### config.mk
export PLATFORM = sky130hd
export DESIGN_NAME = fifo_burst_reader
export DESIGN_NICKNAME = d
export VERILOG_FILES = /design/src/rtl/fifo_burst_reader.sv
export SDC_FILE = /design/constraint.sdc
export NUM_CORES = 1
export LEC_CHECK = 0
export ABC_AREA = 1
export BUFFER_PORTS_ARGS = -buffer_cell sky130_fd_sc_hd__buf_2
export CAP_MARGIN = 10
export CORE_AREA = 4 4 134 162
export CTS_CLUSTER_SIZE = 40
export DETAILED_ROUTE_END_ITERATION = 6
export DIE_AREA = 0 0 138 166
export PLACE_DENSITY = 0.48
export SLEW_MARGIN = 20
export SYNTH_ARGS = -nofsm -noshare
export SYNTH_HDL_FRONTEND = slang
export SYNTH_SLANG_ARGS = --single-unit
### constraint.sdc
create_clock -name clk -period 2.2 [get_ports clk]
set_clock_uncertainty 0.15 [all_clocks]
set_input_delay 0.44 -clock clk [delete_from_list [all_inputs] [get_ports clk]]
set_output_delay 0.44 -clock clk [all_outputs]
set_load 0.02 [all_outputs]
### src/rtl/fifo_burst_reader.sv
// Read-side controller for the synchronous 32-bit FIFO: absorbs the one-cycle read latency
// and emits fixed-length bursts on a valid/ready stream through a 3-entry skid buffer.
module fifo_burst_reader #(
    parameter int unsigned DATA_W    = 32,
    parameter int unsigned BURST_LEN = 16,
    parameter int unsigned FCNT_W    = 16
) (
    input  logic              clk,
    input  logic              rst,
    input  logic              enable,
    input  logic              fifo_empty,
    input  logic [DATA_W-1:0] fifo_data,
    output logic              fifo_rd,
    output logic              m_valid,
    input  logic              m_ready,
    output logic [DATA_W-1:0] m_data,
    output logic              m_last,
    output logic              busy,
    output logic [FCNT_W-1:0] burst_cnt
);

    localparam int unsigned IssW = $clog2(BURST_LEN + 1);
    localparam logic [IssW-1:0] BurstLenV = IssW'(BURST_LEN);
    localparam logic [IssW-1:0] LastIdx   = IssW'(BURST_LEN - 1);

    typedef enum logic [1:0] {StIdle, StRun, StDrain} state_e;

    state_e            state_q, state_d;
    logic [IssW-1:0]   iss_q;
    logic              inflight_q;
    logic              inflight_last_q;
    logic [DATA_W-1:0] buf_data_q [3];
    logic              buf_last_q [3];
    logic [1:0]        wr_ptr_q, rd_ptr_q;
    logic [1:0]        buf_cnt_q;
    logic [FCNT_W-1:0] burst_cnt_q;

    logic push, pop, last_accept, credit_ok;

    assign push        = inflight_q;
    assign pop         = m_valid && m_ready;
    assign last_accept = pop && buf_last_q[rd_ptr_q];
    // Words already requested count against the buffer so a push never finds it full.
    assign credit_ok   = ({1'b0, buf_cnt_q} + {2'b00, inflight_q}) < 3'd3;

    always_ff @(posedge clk or negedge rst) begin
        if (!rst) begin
            state_q <= StIdle;
        end else begin
            state_q <= state_d;
        end
    end

    always_comb begin
        state_d = state_q;
        unique case (state_q)
            StIdle:  if (enable) state_d = StRun;
            StRun:   if (fifo_rd && iss_q == LastIdx) state_d = StDrain;
            StDrain: if (last_accept) state_d = enable ? StRun : StIdle;
            default: state_d = StIdle;
        endcase
    end

    always_comb begin
        fifo_rd = (state_q == StRun) && !fifo_empty && credit_ok && (iss_q < BurstLenV);
        busy    = (state_q != StIdle);
    end

    always_ff @(posedge clk or negedge rst) begin
        if (!rst) begin
            iss_q           <= '0;
            inflight_q      <= 1'b0;
            inflight_last_q <= 1'b0;
        end else begin
            if (state_d == StRun && state_q != StRun) begin
                iss_q <= '0;
            end else if (fifo_rd) begin
                iss_q <= iss_q + 1'b1;
            end
            inflight_q      <= fifo_rd;
            inflight_last_q <= fifo_rd && (iss_q == LastIdx);
        end
    end

    always_ff @(posedge clk or negedge rst) begin
        if (!rst) begin
            for (int i = 0; i < 3; i++) begin
                buf_data_q[i] <= '0;
                buf_last_q[i] <= 1'b0;
            end
            wr_ptr_q    <= '0;
            rd_ptr_q    <= '0;
            buf_cnt_q   <= '0;
            burst_cnt_q <= '0;
        end else begin
            if (push) begin
                buf_data_q[wr_ptr_q] <= fifo_data;
                buf_last_q[wr_ptr_q] <= inflight_last_q;
                wr_ptr_q             <= (wr_ptr_q == 2'd2) ? 2'd0 : wr_ptr_q + 2'd1;
            end
            if (pop) begin
                rd_ptr_q <= (rd_ptr_q == 2'd2) ? 2'd0 : rd_ptr_q + 2'd1;
            end
            if (push && !pop) begin
                buf_cnt_q <= buf_cnt_q + 2'd1;
            end else if (pop && !push) begin
                buf_cnt_q <= buf_cnt_q - 2'd1;
            end
            if (last_accept) begin
                burst_cnt_q <= burst_cnt_q + 1'b1;
            end
        end
    end

    always_comb begin
        m_valid   = (buf_cnt_q != 2'd0);
        m_data    = m_valid ? buf_data_q[rd_ptr_q] : '0;
        m_last    = m_valid ? buf_last_q[rd_ptr_q] : 1'b0;
        burst_cnt = burst_cnt_q;
    end

endmodule

# Word level (Yosys, flattened, before mapping)
# Index checks and enable logic that the tools add are counted.
# classes
add_sub_neg	7
mul	0
div	0
magnitude_cmp	5
n_eq_ne	7
n_shift	0
mux	25
bitwise	2
n_reduce_logical	18
# ops
operator	count
two-way mux 32 bit	4
bitwise mux 96 bit	1
binary-select mux 32 bit (select 2 bit)	1
demux 32 bit (select 2 bit)	1
adder 16 x 1 -> 16 bit, second input constant	1
two-way mux 2 bit	7
logical AND 1 bit	10
two-way mux 5 bit	2
nonzero test 2 bit	4
adder 2 x 1 -> 2 bit, second input constant	3
equality test 2 bit, second input constant	3
>= comparator 3 bit, second input constant	2
NOT 2 -> 3 bit	2
one-hot mux 2 bit (3 select lines)	1
adder 5 x 1 -> 5 bit, second input constant	1
equality test 5 x 4 -> 1 bit, second input constant	1
less-than comparator 5 bit, second input constant	1
two-way mux 1 bit	5
equality test 2 x 1 -> 1 bit, second input constant	2
adder 2 x 1 -> 3 bit	1
bitwise mux 3 bit	1
zero test 1 bit	3
less-than comparator 3 x 1 -> 1 bit, second input constant	1
less-than comparator 3 x 2 -> 1 bit, second input constant	1
5 further kinds	5
# totals
ff_bits	130
latch_bits	0
ramBits	0
mem_bits_ro	0
in_bits	37
output_inout_bits	52
mem_count	0

# Longest topological paths before layout
# Gate-level depths: netlist of run 1.
# logic_depth
word_depth	10
depth_mapped	10
depth_no_buf	10

# Worst setup path after synthesis of run 1
# Ideal clock, no wire load.
# synth_timing
path_kind	register -> output
start	register inflight_q
end	output port fifo_rd
arrival_ps	1480
path_slack_ps	130
path_stages_with_launch	6
cell_sequence	dfrtp_1 -> ha_1 -> ha_1 -> a21oi_1 -> nand2_1 -> inv_2
# synth_between
elab_chain_cells	4
# synth_lines
item	line_no	source
start: declaration	30	logic inflight_q;
start signal: assignment	80	inflight_q <= fifo_rd;
adder 2 x 1 -> 3 bit	44	assign credit_ok = ({1'b0, buf_cnt_q} + {2'b00, inflight_q}) < 3'd3;
less-than comparator 3 x 2 -> 1 bit	44	
logical AND 1 bit (2 in a row)	65	fifo_rd = (state_q == StRun) && !fifo_empty && credit_ok && (iss_q < BurstLenV);
end: declaration	13	output logic fifo_rd,
# No other way between the ends.

# Final worst setup path of run 1
# layout_timing
start	register rd_ptr_q[1]
end	output port m_last
# layout_between
elab_chain_cells	5
# layout_lines
item	line_no	source
start: declaration	34	logic [1:0] wr_ptr_q, rd_ptr_q;
start signal: assignment	102	rd_ptr_q <= (rd_ptr_q == 2'd2) ? 2'd0 : rd_ptr_q + 2'd1;
NOT 2 -> 3 bit (not written as such)	118	m_last = m_valid ? buf_last_q[rd_ptr_q] : 1'b0;
binary-select mux 1 bit (select 2 bit)	118	
two-way mux 1 bit (not written as such) (2 in a row)	118	
two-way mux 1 bit	118	
end: declaration	17	output logic m_last,
# No other way between the ends. The select of a mux whose other input is x is not followed.

==> results of run 1 <==
==> kinds of logic after synthesis <==
kind of cell	Yosys count
adder cells (fa/ha/maj)	6
flip-flops	130
buffers and inverters	135
XOR/XNOR	11
AO/OA/AOI/OAI	124
AND/OR/NAND/NOR	388
==> path summary, 6_finish.rpt <==
check                                     from        endpoint  cells after the start
worst min-delay path             fifo_data[30]  buf_data_q[30]                      3
worst min register to register  buf_data_q[22]  buf_data_q[22]                      2
min in group asynchronous                  rst    burst_cnt[9]                      2
max in group asynchronous                  rst  buf_data_q[85]                      3
worst max-delay path               rd_ptr_q[1]          m_last                      9
worst max register to register      inflight_q        iss_q[2]                     13
==> report_power, final <==
part           leakage (nW)  total (mW)  switching, mW  internal [mW]
registers              1.57        4.14          0.695           3.45
clock network         0.282        2.80           1.07           1.73
logic                  2.83        7.27           3.87           3.40
total                  4.68        14.2           5.64           8.58
==> layout by cell type (no fill, tap or decap), drive strengths merged <==
cell | synthesis | final
nand2 | 311 | 311
buf | 20 | 138
dfrtp | 130 | 130
o21ai | 117 | 117
inv | 99 | 100
nand3 | 44 | 44
nor2 | 27 | 27
clkbuf | 16 | 26
xor2 | 8 | 8
a21oi | 7 | 7
nand4 | 6 | 6
ha | 6 | 6
clkinv | 0 | 6
xnor2 | 3 | 3
clkinvlp | 0 | 3
bufinv | 0 | 2
dlygate4sd3 | 0 | 1
==> routing by layer <==
metal | track usage | wire, um | part of all wire
met5 | 0 | 0 | 0
met4 | 0.04125 | 167 | 0.0099
met3 | 0.03341 | 527 | 0.031
met2 | 0.2536 | 8515 | 0.50
met1 | 0.1817 | 7699 | 0.46
==> sequential cells by signal, indices dropped and copies added, names as in the netlist <==
name	cells
buf_cnt_q	2
buf_data_q	96
buf_last_q	3
burst_cnt	16
inflight_last_q	1
inflight_q	1
iss_q	5
rd_ptr_q	2
state_q	2
wr_ptr_q	2
==> worst register-to-register path: stages (launching register included) <==
cell and delay [ps]:
dfrtp_1 380, ha_2 200, ha_4 270, a21oi_4 50, buf_4 130, buf_4 120
buf_4 120, buf_4 120, buf_4 120, buf_6 120, nand3_1 70, nand2_1 50
nand2_1 50, a21oi_1 40
==> what timing repair did <==
item                                    4_1_cts  5_1_grt
hold endpoints to repair                     48        0
gates resized for setup                      80      147
endpoints found under the setup margin       34       34
cloned                                        2        7
pin swaps                                    15       41
setup buffers                                14        8
hold buffers                                  1        0
==> layout make-up <==
type,instances,share of cell area
tap,265,0.03793
multi-input combinational,529,0.3166
sequential,130,0.3725
inverter,99,0.04251
clock inverter,12,0.01517
clock buffer,20,0.05225
timing repair buffer,145,0.1630
==> through the flow <==
step | power (mW) | cells | cell area [um2] | util
after floorplan | 7.189 | 794 | 6148 | -
after global placement | 8.870 | 1136 | 7052 | 0.3506
after detailed placement | 8.939 | 1136 | 7052 | 0.3506
after CTS | 12.80 | 1185 | 8054 | 0.4005
after global routing | 15.27 | 1200 | 8741 | 0.4346
final | 14.22 | 1200 | 8741 | 0.4346
==> results.md, run 1 <==
- Crit-path leading delay family: buffers and inverters
- Area delta synth->final: 42.17%
- Fraction of registers with async set/reset: 1.000
- RSZ-0062 raised after global routing: yes
- CP max-delay cell: dfrtp_2
- VDD IR max: 770.8 uV
- Count leader, synth: nand2_1
- CTS tree: yes
- Clock sinks: 130
- Number of global-route vias before repair: 5475
- Crit path time final: 2303 ps
- Antenna violations before repair: 0
- Largest area contributor in the netlist: dfrtp_1
- Startpoint types: flip-flop
- Final wirelength: 16.91 mm
- CP dominant cell by count: inv_2
- Headroom to the max-slew limit: 0.6486
- Crit path max fanout: 6
- Total grt overflow: 0
- Power Density: 1627 nW/um2
- Die width: 138 um
- Nets: 965
- First-pass DRT Iterations: 4
- Worst-Margin Slew: 527.1 ps
- Min-Delay Path Class: in -> reg
- Critical Path AT: 1710 ps
- WP data required: 1610 ps
- Setup violators final: 34
- Die height: 166 um
- Worst-Skew Late Latency: 410 ps
- Pin count of the biggest net entering global routing: 68
- Clock transition at the registers of the reported paths: 60 ps
- Seq/Total Area, Yosys: 0.5291
- Initial drt markers: 182
- Clk buf depth: 2
- # port buffers: 88
- Final Hold Fails: 0
- Slew Limit Fails: 0
- Syn nets: 837
- Simple-gate share of the synthesized area: 0.2540
- Main synth FF type: dfrtp_1
- Largest family of logic cells by synthesized area: simple AND/OR/NAND/NOR gates
- Syn Area/Cell: 7.744 um2
- Pre-CTS setup slack: 161.9 ps
- Slowest cell delay on critical path: 420 ps
- Clock H-tree levels: 4
- Cell Rows: 57
- Synth Area in Adders: 0.01221
- Root buf cell: clkbuf_16
- Worst Slack Setup Final: -102.9 ps
- YS warnings: 0
- Area occupied by multi-input gates: 2768 um2
- CP Capture Type: output pin
- Detailed Place HPWL: 10.52 mm
- Commonest cells in the netlist: nand2_1 (309), dfrtp_1 (130), o21ai_0 (107), inv_1 (94), nand3_1 (43)
- CP Cell Sequence: inv_2 -> nor2_4 -> buf_12 -> buf_8 -> nand2_1 -> nand3_4 -> nand2_4 -> inv_2 -> buf_6
- Via count: 5396
- Post-synthesis mux area share: 0
- Kind of critical path: reg -> out
- Routability cong.: 0.7199
- Mapped Area: 6148 um2
- Synthesized flop and latch total: 130
- Status: complete, but fails checks
- First-pass GRT wire length: 27.55 mm
- Fin crit share: 1.047
- Synth Area in XOR/XNOR: 0.01567
- Synth Area in Compound Gates: 0.1009
- DIE AREA: 22910 um2
- Filler cells: 2091
- Vias per cell: 4.497
- Synth top area share: 0.5291
- Max Cap Viol: 0
- Total GRT Usage: 0.1459
- Leak Pwr: 4.682 nW
- Initial core utilization: 0.3057
- Post-synth EDFFs: 0
- Fin Hold WS: 163.1 ps
- Reg2Reg Setup Slack: 90 ps
- Failing checks: setup timing
- Register area: 3256 um2
- Num CTS Buffers: 17
- Largest cells by area after synthesis: dfrtp_1 (53%), nand2_1 (19%), o21ai_0 (8.7%)
- Core ar.: 20110 um2
- Highest Clock Rate: 434.2 MHz
- Remaining antenna violation count: 0
- Gate Count Post-Synth: 794
- Drt wl/cell: 14.09 um
- I/O pins: 89
- Setup_tns: -2335 ps
- Layout cells sized above 1: 0.3358
- DRC: 0
- Library cells used by synthesis: 23
- Antenna Cells: 0
- CP Buf/Inv Count: 5
(Power assumes the default switching activity.)
==> run 2, diff against run 1 <==
Settings changed: ABC_AREA 1 to default, CORE_AREA 4 4 134 162 to 4 4 132 159, DIE_AREA 0 0 138 166 to 0 0 136 163.
==> results.md, run 2 <==
- Status: complete, but fails checks
- Failing checks: setup timing
- Routability cong.: 0.7527
- Initial core utilization: 0.3071
- Worst-Margin Slew: 596.5 ps
- Clock sinks: 130
- Total grt overflow: 0
- Simple-gate share of the synthesized area: 0.09803
- Clock H-tree levels: 4
- Detailed Place HPWL: 9.643 mm
- Die height: 163 um
- Final Cell Area: 7929 um2
- Number of flip-flops in the largest register: 96
- Biggest register: buf_data_q
- Antenna Cells: 0
- Syn nets: 535
- Min-Delay Path Class: in -> reg
- Synth Area in Adders: 0.01259
- Syn Area/Cell: 12.12 um2
- Fin crit share: 1.153
- Main synth FF type: dfrtp_1
- Slew Limit Fails: 0
- Remaining antenna violation count: 0
- DIE AREA: 22170 um2
- Count leader, synth: dfrtp_1
- Via count: 4151
- Pint: 8.070 mW
- Crit path max fanout: 2
- Commonest cells in the netlist: dfrtp_1 (130), mux2_2 (100), nor2_1 (69), a21oi_1 (37), mux2i_1 (34)
- Final core occ: 0.4085
- Post-synth EDFFs: 0
- CP Cell Sequence: ha_2 -> ha_4 -> or4b_4 -> nor3_4 -> buf_6
- Synth top area share: 0.5458
- Synthesized flop and latch total: 130
- # port buffers: 88
- CP Buf/Inv Count: 1
- Antenna violations before repair: 0
- Initial drt markers: 193
- WP data required: 1610 ps
- Clock transition at the registers of the reported paths: 60 ps
- Post-synthesis mux area share: 0.2460
- Fraction of registers with async set/reset: 1.000
- CP Capture Type: output pin
- Largest cells by area after synthesis: dfrtp_1 (55%), mux2_2 (19%), mux2i_1 (5.7%)
- Highest Clock Rate: 394.1 MHz
- Nets: 660
- RSZ-0062 raised after global routing: yes
- Placed cell area: 6924 um2
- First-pass GRT wire length: 23.93 mm
- Synth Area in Compound Gates: 0.04072
- Gate Count Post-Synth: 492
- Clock share of power: 0.240
- Kind of critical path: reg -> out
- Slowest cell delay on critical path: 500 ps
- Die width: 136 um
- Layout cells sized above 1: 0.4762
- I/O pins: 89
- Mapped Area: 5961 um2
- Setup_tns: -3369 ps
- Seq/Total Area, Yosys: 0.5458
- Root buf cell: clkbuf_16
- Leak Pwr: 3.593 nW
- Largest area contributor in the netlist: dfrtp_1
- YS warnings: 0
- Final wirelength: 14.67 mm
- Largest family of logic cells by synthesized area: multiplexers
- Worst Slack Setup Final: -337.6 ps
- Headroom to the max-slew limit: 0.6024
- Cell Rows: 56
- Pin count of the biggest net entering global routing: 40
- Pre-CTS setup slack: -18.85 ps
- Worst-Skew Late Latency: 420 ps
- Number of global-route vias before repair: 4514
- Sw Ratio: 0.3546
- Vias per cell: 4.659
- Num CTS Buffers: 17
- VDD IR max: 604.8 uV
- CTS tree: yes
- Max Cap Viol: 0
- Total GRT Usage: 0.1397
- Power Density: 1577 nW/um2
- Clk buf depth: 2
- Share of power burned in registers: 0.321
- Startpoint types: flip-flop
- Final Hold Fails: 0
- Crit path time final: 2538 ps
- Critical Path AT: 1950 ps
- Synth Area in XOR/XNOR: 0.03212
- Commonest non-fill, non-tap cells in the layout: dfrtp_1 (128), mux2_2 (100), buf_2 (66), nor2_1 (65), buf_4 (45)
- Logic pwr share: 0.439
- First-pass DRT Iterations: 4
- Switch Pwr: 4.434 mW
- Most common cell after layout, fill and taps aside: dfrtp_1
- CP max-delay cell: or4b_4
- Area delta synth->final: 33.02%
- DRC: 0
- Crit-path leading delay family: simple AND/OR/NAND/NOR gates
- Core ar.: 19410 um2
- Setup violators final: 35
- Library cells used by synthesis: 39
- Drt wl/cell: 16.47 um
## run 2: cell types whose count changed after synthesis, sizes merged, moves of 6 or more
cell	before	now
o21ai	117	5
mux2i	0	34
xnor2	3	17
buf	20	11
a21oi	7	37
nand3	44	11
inv	99	7
nor3	0	6
nand2	311	8
nor2	27	70
mux2	0	100
## run 2: layer usage
layer	GRT usage	up-vias	wire length (um)
li1	-	1966	-
met1	0.1624	2108	6006
met2	0.2470	60	7871
met3	0.03585	17	536
met4	0.05041	0	258
met5	0	-	0
## run 2: power by group through the flow
stage | combinational [mW] | clock [mW] | sequential (mW)
finish | 5.49 | 3.00 | 4.01
global route | 6.00 | 3.20 | 4.14
CTS | 5.56 | 3.10 | 4.01
detailed placement | 4.86 | 0 | 4.04
global placement | 4.79 | 0 | 3.97
floorplan | 3.36 | 0 | 3.84
## run 2: area by class of cell
type | count | area [um2]
clock buffers | 20 | 456.7
clock inverters | 12 | 180.2
fillers | 1878 | 11480
inverters | 7 | 28.78
multi-input cells | 328 | 2681
flip-flops and latches | 130 | 3256
well taps | 261 | 326.6
repair buffers | 133 | 999.7
## run 2: cell families after synthesis
family                   Yosys count
AO/OA/AOI/OAI                     46
buffers and inverters             34
XOR/XNOR                          21
flip-flops                       130
adder cells (fa/ha/maj)            6
multiplexers                     134
AND/OR/NAND/NOR                  121
## run 2: final timing paths
path	end	start	slack (ps)	cells after the start
worst min register to register	burst_cnt[15]	burst_cnt[15]	320	1
worst max-delay path	fifo_rd	inflight_q	-340	5
min in group asynchronous	buf_last_q[2]	rst	430	2
worst min-delay path	buf_data_q[53]	fifo_data[21]	130	2
worst max register to register	burst_cnt[6]	rd_ptr_q[0]	-20	7
max in group asynchronous	buf_last_q[0]	rst	840	3
## run 2: worst reg2reg max path, delay by kind of cell, from the launching register on
| family | cells | cell delay (ps) |
|---|---|---|
| buffers and inverters | 3 | 450 |
| AND/OR/NAND/NOR | 2 | 700 |
| flip-flops | 1 | 510 |
| AO/OA/AOI/OAI | 1 | 160 |
| XOR/XNOR | 1 | 140 |
## run 2: timing repair
action,in CTS,in global routing
setup endpoints to repair,35,38
cloned,3,1
gates resized for setup,44,23
hold buffers,1,0
buffers inserted,10,6
pin swaps,10,9
hold endpoints to repair,34,0
## run 2: per-stage QoR
stage	power (mW)	hold slack, ps	cells
after global routing	13.34	118.4	891
final	12.50	132.6	891
after floorplan	7.202	-5.591	492
after CTS	12.67	113.7	888
after global placement	8.761	310.4	842
after detailed placement	8.902	308.5	842
==> run 3, diff against run 2 <==
Settings changed: PLACE_DENSITY 0.48 to 0.47.
==> results.md, run 3 (synthesized netlist as in run 2, its figures left out) <==
- Antenna violations before repair: 1
- WP data required: 1610 ps
- Clock H-tree levels: 4
- Status: complete, but fails checks
- DRC: 0
- Placed cell area: 6888 um2
- Worst-Skew Late Latency: 420 ps
- Kind of critical path: reg -> out
- Biggest register: buf_data_q
- CP Capture Type: output pin
- CP Cell Sequence: ha_2 -> ha_2 -> or4b_4 -> nor3_4 -> buf_6
- Total GRT Usage: 0.1486
- Routability cong.: 0.7848
- Die width: 136 um
- Root buf cell: clkbuf_16
- Initial core utilization: 0.3071
- Core ar.: 19410 um2
- Remaining antenna violation count: 0
- Num CTS Buffers: 17
- Die height: 163 um
- Fin Hold WS: 134.5 ps
- Pin count of the biggest net entering global routing: 64
- Leak Pwr: 3.643 nW
- DIE AREA: 22170 um2
- Nets: 658
- Highest Clock Rate: 397.0 MHz
- RSZ-0062 raised after global routing: yes
- Crit path max fanout: 2
- Total grt overflow: 0
- First-pass GRT wire length: 25.15 mm
- Via count: 4214
- Layout cells sized above 1: 0.4968
- CTS tree: yes
- Slew Limit Fails: 0
- Most common cell after layout, fill and taps aside: dfrtp_1
- Inst Count DP: 835
- Non-Filler Instances: 885
- Area delta synth->final: 36.19%
- Number of global-route vias before repair: 4552
- Power Density: 1611 nW/um2
- CP max-delay cell: or4b_4
- Clock transition at the registers of the reported paths: 60 ps
- Crit path time final: 2519 ps
- Slowest cell delay on critical path: 500 ps
- Clock sinks: 130
- Vias per cell: 4.762
- Detailed Place HPWL: 9.518 mm
- CP Buf/Inv Count: 1
- Initial drt markers: 153
- Antenna Cells: 0
- Final Hold Fails: 0
- Max Cap Viol: 0
- First-pass DRT Iterations: 4
- VDD IR max: 592.2 uV
- Final wirelength: 15.34 mm
- CP dominant cell by count: ha_2
- Final Cell Area: 8118 um2
- Min-Delay Path Class: in -> reg
- Startpoint types: flip-flop
- Fin crit share: 1.145
- Commonest non-fill, non-tap cells in the layout: dfrtp_1 (128), mux2_2 (100), nor2_1 (63), buf_2 (53), buf_4 (48)
- Critical Path AT: 1930 ps
- Failing checks: setup timing
- Setup violators final: 34
- Drt wl/cell: 17.33 um
- Number of flip-flops in the largest register: 96
- Clk buf depth: 2
- I/O pins: 89
- Worst-Margin Slew: 470.2 ps
- Cell Rows: 56
- Worst Slack Setup Final: -319.2 ps
- Crit-path leading delay family: simple AND/OR/NAND/NOR gates
- Final core occ: 0.4183
- Headroom to the max-slew limit: 0.6859
- # port buffers: 88
## run 3: cell count changes in the layout (fill, tap and decap cells not counted), moves of 3 or more
cell        delta
buf_12         +3
a21oi_2        +5
buf_16         +4
a21oi_1       -13
a21oi_4        +8
buf_2         -13
buf_6          +3
clkinvlp_4     -5
buf_4          +3
## run 3: final cells by class
type	count	area, um2
clock buffers	22	484.2
flip-flops and latches	130	3256
inverters	7	28.78
multi-input cells	328	2786
fillers	1862	11290
repair buffers	131	1131
clock inverters	6	105.1
well taps	261	326.6
## run 3: layer usage
metal / share of wire / global-route usage / routed length (um) / up-vias
met5: 0.00085 / 0 / 13 / -
met1: 0.43 / 0.1751 / 6532 / 2149
met3: 0.040 / 0.04017 / 621 / 21
met2: 0.52 / 0.2609 / 7913 / 64
met4: 0.017 / 0.04904 / 258 / 2
li1: - / - / - / 1978
## run 3: what timing repair did
item                                    CTS  global route
hold buffers                              1             0
endpoints found under the hold margin   124             0
pin swaps                                31            38
resized for setup                        76            37
cloned                                    6             0
endpoints found under the setup margin   35            38
buffers inserted                         16             4
## run 3: power by group
| group | switching, mW | total, mW | internal (mW) |
|---|---|---|---|
| logic | 3.05 | 6.18 | 3.13 |
| clock network | 0.968 | 2.84 | 1.87 |
| registers | 0.636 | 4.06 | 3.42 |
| total | 4.66 | 13.1 | 8.42 |
## run 3: final timing paths
path	end	slack [ps]	startpoint	cells past startpoint
max	fifo_rd	-320	buf_cnt_q[0]	5
min	buf_data_q[57]	130	fifo_data[25]	2
max reg2reg	burst_cnt[6]	50	rd_ptr_q[0]	7
min reg2reg	burst_cnt[15]	340	burst_cnt[15]	1
max in group asynchronous	buf_data_q[81]	1070	rst	3
min in group asynchronous	burst_cnt[4]	250	rst	2
## run 3: stage by stage
| step | setup WS (ps) | total power, mW | setup TNS, ps |
|---|---|---|---|
| 2_1_floorplan | -71.56 | 7.202 | -71.56 |
| 6_report | -319.2 | 13.07 | -5133 |
| 3_3_place_gp | 28.13 | 8.720 | 0 |
| 4_1_cts | -439.2 | 13.00 | -8494 |
| 5_1_grt | -397.0 | 13.92 | -8058 |
| 3_5_place_dp | -11.52 | 8.888 | -22.37 |
